`src/rtl/agc_pkg.sv`:
```
// Shared types and default constants for the AGC power controller.
// Holds the FSM state enum, compare-result enum and parameter defaults.
package agc_pkg;

  typedef enum logic [1:0] {
    IDLE,
    MEASURE,
    SETTLE,
    DISCARD
  } agc_state_t;

  typedef enum logic [2:0] {
    HIGH_COARSE,
    HIGH,
    IN_WIN,
    LOW,
    LOW_COARSE
  } cmp_res_t;

  localparam int DEF_DATA_WIDTH    = 32;
  localparam int DEF_GAIN_WIDTH    = 6;
  localparam int DEF_GAIN_MIN      = 0;
  localparam int DEF_GAIN_MAX      = 63;
  localparam int DEF_GAIN_INIT     = 32;
  localparam int DEF_SETTLE_CYCLES = 64;
  localparam int DEF_COARSE_STEP   = 4;

endpackage

```
`src/rtl/agc_threshold_cmp.sv`:
```
// Combinational window classification of one power result.
// Ports: target/hyst/power in, res out (cmp_res_t).
module agc_threshold_cmp
  import agc_pkg::*;
#(
  parameter int DATA_WIDTH = DEF_DATA_WIDTH
) (
  input  logic [DATA_WIDTH-1:0] target,
  input  logic [DATA_WIDTH-1:0] hyst,
  input  logic [DATA_WIDTH-1:0] power,
  output cmp_res_t              res
);

  localparam int W = DATA_WIDTH + 2;

  logic [W-1:0] tgt;
  logic [W-1:0] hys;
  logic [W-1:0] pwr;
  logic [W-1:0] upper;
  logic [W-1:0] lower;
  logic [W-1:0] lo_c;
  // upper<<2 kept two bits wider so the coarse limit never wraps
  logic [W+1:0] up_c;

  assign tgt   = {2'b00, target};
  assign hys   = {2'b00, hyst};
  assign pwr   = {2'b00, power};
  assign upper = tgt + hys;
  assign lower = (tgt > hys) ? (tgt - hys) : '0;
  assign up_c  = {upper, 2'b00};
  assign lo_c  = lower >> 2;

  always_comb begin
    res = IN_WIN;
    if ({2'b00, pwr} > up_c) begin
      res = HIGH_COARSE;
    end else if (pwr > upper) begin
      res = HIGH;
    end else if (pwr < lo_c) begin
      res = LOW_COARSE;
    end else if (pwr < lower) begin
      res = LOW;
    end
  end

endmodule

```
`src/rtl/agc_power_controller.sv`:
```
// Closed-loop AGC: steps gain from average-power results, then settles.
// Ports: enable/freeze/target/hyst/avg_power in; gain_code/flags out.
module agc_power_controller
  import agc_pkg::*;
#(
  parameter int DATA_WIDTH    = DEF_DATA_WIDTH,
  parameter int GAIN_WIDTH    = DEF_GAIN_WIDTH,
  parameter int GAIN_MIN      = DEF_GAIN_MIN,
  parameter int GAIN_MAX      = DEF_GAIN_MAX,
  parameter int GAIN_INIT     = DEF_GAIN_INIT,
  parameter int SETTLE_CYCLES = DEF_SETTLE_CYCLES,
  parameter int COARSE_STEP   = DEF_COARSE_STEP
) (
  input  logic                  clk,
  input  logic                  rst,
  input  logic                  enable,
  input  logic                  freeze,
  input  logic [DATA_WIDTH-1:0] target_power,
  input  logic [DATA_WIDTH-1:0] hysteresis,
  input  logic [DATA_WIDTH-1:0] avg_power_in,
  input  logic                  avg_power_valid,
  output logic [GAIN_WIDTH-1:0] gain_code,
  output logic                  gain_update,
  output logic                  locked,
  output logic                  at_min,
  output logic                  at_max
);

  localparam int CW = $clog2(SETTLE_CYCLES + 1);
  localparam int GW = GAIN_WIDTH + 2;

  agc_state_t state_q, state_d;
  logic [CW-1:0] cnt_q, cnt_d;
  logic [GAIN_WIDTH-1:0] gain_q, gain_d;
  logic upd_q, upd_d;
  logic lock_q, lock_d;

  cmp_res_t res;
  logic [GW-1:0] g_ext;
  logic [GW-1:0] dn_step;
  logic [GW-1:0] up_step;
  logic [GW-1:0] g_dn;
  logic [GW-1:0] g_up;
  logic [GW-1:0] g_new;

  agc_threshold_cmp #(
    .DATA_WIDTH (DATA_WIDTH)
  ) u_cmp (
    .target (target_power),
    .hyst   (hysteresis),
    .power  (avg_power_in),
    .res    (res)
  );

  // Saturating candidates, computed wide so a step never wraps
  assign g_ext   = {2'b00, gain_q};
  assign dn_step = (res == HIGH_COARSE) ? GW'(COARSE_STEP) : GW'(1);
  assign up_step = (res == LOW_COARSE) ? GW'(COARSE_STEP) : GW'(1);
  assign g_dn = (g_ext < GW'(GAIN_MIN) + dn_step)
              ? GW'(GAIN_MIN) : g_ext - dn_step;
  assign g_up = (g_ext + up_step > GW'(GAIN_MAX))
              ? GW'(GAIN_MAX) : g_ext + up_step;
  assign g_new = (res == HIGH_COARSE || res == HIGH) ? g_dn : g_up;

  always_ff @(posedge clk) begin
    if (rst) begin
      state_q <= IDLE;
      cnt_q   <= '0;
      gain_q  <= GAIN_WIDTH'(GAIN_INIT);
      upd_q   <= 1'b0;
      lock_q  <= 1'b0;
    end else begin
      state_q <= state_d;
      cnt_q   <= cnt_d;
      gain_q  <= gain_d;
      upd_q   <= upd_d;
      lock_q  <= lock_d;
    end
  end

  always_comb begin
    state_d = state_q;
    cnt_d   = cnt_q;
    gain_d  = gain_q;
    upd_d   = 1'b0;
    lock_d  = lock_q;
    if (!enable) begin
      state_d = IDLE;
      cnt_d   = '0;
      lock_d  = 1'b0;
    end else begin
      unique case (state_q)
        IDLE: state_d = MEASURE;
        MEASURE: begin
          if (avg_power_valid && !freeze) begin
            if (res == IN_WIN) begin
              lock_d = 1'b1;
            end else begin
              lock_d = 1'b0;
              // already pinned at the limit: no change, keep measuring
              if (g_new != g_ext) begin
                gain_d  = g_new[GAIN_WIDTH-1:0];
                upd_d   = 1'b1;
                cnt_d   = '0;
                state_d = SETTLE;
              end
            end
          end
        end
        SETTLE: begin
          if (cnt_q == CW'(SETTLE_CYCLES - 1)) begin
            cnt_d   = '0;
            state_d = DISCARD;
          end else begin
            cnt_d = cnt_q + CW'(1);
          end
        end
        DISCARD: begin
          if (avg_power_valid) state_d = MEASURE;
        end
        default: state_d = IDLE;
      endcase
    end
  end

  assign gain_code   = gain_q;
  assign gain_update = upd_q;
  assign locked      = lock_q;
  assign at_min      = (gain_q == GAIN_WIDTH'(GAIN_MIN));
  assign at_max      = (gain_q == GAIN_WIDTH'(GAIN_MAX));

endmodule

```
`config.mk`:
```
export PLATFORM = sky130hd
export DESIGN_NAME = agc_power_controller
export DESIGN_NICKNAME = d
export VERILOG_FILES = /design/src/rtl/agc_pkg.sv /design/src/rtl/agc_threshold_cmp.sv /design/src/rtl/agc_power_controller.sv
export SDC_FILE = /design/constraint.sdc
export NUM_CORES = 1
export LEC_CHECK = 0
export BUFFER_PORTS_ARGS = -buffer_cell sky130_fd_sc_hd__buf_2
export CAP_MARGIN = 20
export CORE_ASPECT_RATIO = 1.5
export CORE_MARGIN = 10
export CORE_UTILIZATION = 61
export DETAILED_ROUTE_END_ITERATION = 8
export GPL_ROUTABILITY_DRIVEN = 0
export PLACE_DENSITY_LB_ADDON = 0.08
export RECOVER_POWER = 25
export SYNTH_ARGS = -nofsm -noshare
export SYNTH_HDL_FRONTEND = slang
export SYNTH_HIERARCHICAL = 1
export SYNTH_SLANG_ARGS = --single-unit
```
`constraint.sdc`:
```
create_clock -name clk -period 9.65 [get_ports clk]
set_clock_uncertainty 0.15 [all_clocks]
set_input_delay 0.4825 -clock clk [delete_from_list [all_inputs] [get_ports clk]]
set_output_delay 0.4825 -clock clk [all_outputs]
set_load 0.02 [all_outputs]
```
==> impl_metrics.yaml <==
status:
  status: "finished clean"
timing:
  setup_tns_ns: 0
  slew_viol_final: 0
  hold_slack_ns: 0.301
  setup-violations-final: 0
  hold_viol: 0
  max_slew.worst_pin.slew_ns: 0.902
  fin_crit_sh: 0.856
  rsz0062_at_grt: "no"
  fmax_mhz: 121
  timing.final.crit_period_ns: 8.26
  slew_headroom: 0.391
route:
  drc: 0
  via_per_inst: 6.38
  wl_um: 23200
  vias: 8223
  post_drt_wl_per_cell_um: 18.0
  drtPass1Iterations: 6
  drt-initial-drc-count: 390
  drt.antenna.violating_nets: 0
cts:
  clkLatencyLatePin_ns: 0.25
  root_buffer: "clkbuf_16"
  clk_path_buf_depth: 2
  ctsResizeCount: 0
  cts_tree: "yes"
  numCtsBuffers: 3
  cts_sinks: 17
  cts_setup_buffers: 0
  cts_hold_buf: 0
  htree_num_levels: 1
  clk_pin_slew_ns: 0.05
pwr:
  power_mw: 0.865
  switchingPower_mw: 0.446
  ir_drop_mv: 0.0458
  seq_power_share: 0.086
  intPower_mw: 0.419
  p_sw_frac: 0.516
  p_clk_frac: 0.097
  comb_power_share: 0.818
  leakagePower_nw: 4.05
  p_per_area_nw_per_um2: 102
yosys:
  synthArstFlopShare: 0
  yosysWarnings: 6
  netlist_area_um2: 7820
  synth.distinct_cells: 90
  synth_top_area_share: 0.318
  synth_area_per_cell_um2: 7.43
  synthCells: 1053
  yosysMostFrequentCell: "ha_1"
  synth_common_cells: "ha_1 (199), a21oi_1 (111), nor2_1 (79)"
  ys_ff_latch: 17
  synth_largest_area_cell: "ha_1"
  syn_nets: 1355
  synth-main-ff-cell: "dfxtp_1"
  synth.area.top_cells: "ha_1 (32%), a21oi_1 (7.1%), xnor2_1 (4.8%)"
  synth-edff-count: 0
  seq_area_frac_synth: 0.0435
floorplan:
  die_area_um2: 17800
  start_util: 0.625
  die_y_um: 159
  die_x_um: 112
  rows: 50
  core_um2: 12500
  ios: 111
cells_and_area:
  num-nets-final: 1435
  drive_above_1_share: 0.127
  antenna_cells: 0
  final_area_um2: 8460
  syn2layout_area_growth_pct: 8.23
  final_util: 0.676
critical_path:
  crit_fanout: 28
  crit_path_end_kind: "flop"
  arrival_ns: 8.25
  startpoint_type: "input pin"
  path_class: "input pin to flop"
  crit_required_ns: 9.63
place:
  dpl-instance-area_um2: 8390
  dp_hpwl_um: 20000
  portBuffers: 110
global_routing:
  gr-total-overflow: 0
  grt_pass1_wl_um: 38100
  grt_pass1_vias: 8147
  grtUsageTotal: 0.250
  grt_max_degree: 29
  antenna_found_initial: 0
run:
  maxCapViolations: 0
min_path:
  hp-class: "flop to flop"
## worst max-delay path, cell delays in order
cell and delay (ns):
buf_2 0.09, inv_1 0.04, ha_1 0.44, inv_1 0.18, nor4_1 0.61, o311ai_0 0.48, nand2_1 0.29, a21o_1 0.71
nand2_1 0.22, ha_1 0.36, a211oi_1 0.23, o21ai_0 0.14, a211oi_1 0.37, o22ai_1 0.16, a211oi_1 0.26, nand2_1 0.08
o31a_1 0.28, nor3b_2 0.32, nand2_1 0.12, ha_1 0.24, ha_1 0.24, a21o_1 0.20, a211o_1 0.32, and3_1 0.19
o22a_1 0.25, a311oi_4 0.50, o21ai_1 0.13, a221o_1 0.31
## power groups by stage
| stage | clock network, mW | logic [mW] | registers, mW |
|---|---|---|---|
| floorplan | 0 | 0.520 | 0.0749 |
| CTS | 0.0839 | 0.697 | 0.0740 |
| detailed placement | 0 | 0.692 | 0.0754 |
| finish | 0.0837 | 0.707 | 0.0740 |
| global placement | 0 | 0.684 | 0.0753 |
| global route | 0.0884 | 0.792 | 0.0742 |
## layer usage
metal | vias up | GRT usage | wire (um) | share of wire
met1 | 3785 | 0.270 | 9130 | 0.39
met3 | 95 | 0.0301 | 1060 | 0.046
li1 | 4076 | - | - | -
met4 | 0 | 0.150 | 1340 | 0.058
met5 | - | 0 | 0 | 0
met2 | 267 | 0.454 | 11600 | 0.50
## cell type report
| class | count | area (um2) |
|---|---|---|
| Multi-Input combinational cell | 923 | 7010 |
| Fill cell | 1190 | 4050 |
| Timing Repair Buffer | 110 | 543 |
| Sequential cell | 17 | 340 |
| Inverter | 78 | 293 |
| Tap cell | 156 | 195 |
| Clock buffer | 4 | 78.8 |
## flip-flops by register name, summed over array words and instances, names as in the netlist
name         cells
gain_code        6
state_q          2
locked           1
cnt_q            7
gain_update      1
## final timing paths
path	start	end	slack, ns	depth (start not counted)
setup / recovery	hysteresis[16]	gain_code[5]	1.39	28
hold / removal	cnt_q[6]	cnt_q[6]	0.30	2
setup reg to reg	gain_code[2]	gain_code[5]	6.57	8
hold reg to reg	cnt_q[6]	cnt_q[6]	0.30	2
## cells in the final DEF, fill, tap and decap left out, drive strengths merged, types with 15 or more instances in the layout
| master | instances |
|---|---|
| nand3 | 29 |
| ha | 199 |
| nand2 | 78 |
| and3 | 16 |
| o21a | 15 |
| nand4 | 28 |
| a21oi | 114 |
| xnor2 | 44 |
| a21o | 36 |
| inv | 78 |
| nor3 | 19 |
| nor2 | 80 |
| o21ai | 53 |
| buf | 104 |
| dfxtp | 17 |
## cells by family (layout without fill, tap and decap cells)
| logic type | count (synthesis) | in the layout | synth area share |
|---|---|---|---|
| multiplexers | 6 | 6 | 0.00816 |
| XOR/XNOR | 52 | 52 | 0.0592 |
| AO/OA/AOI/OAI | 342 | 342 | 0.297 |
| flip-flops | 17 | 17 | 0.0435 |
| AND/OR/NAND/NOR | 322 | 322 | 0.209 |
| buffers and inverters | 113 | 192 | 0.0597 |
| adder cells (fa/ha/maj) | 201 | 201 | 0.324 |
## through the flow
step,setup WS [ns],cells
after global placement,1.40,1284
after global routing,0.717,1288
final,1.39,1288
after floorplan,2.71,1053
after CTS,1.59,1288
after detailed placement,1.36,1284
No activity file was read; power rests on OpenSTA's default activity.
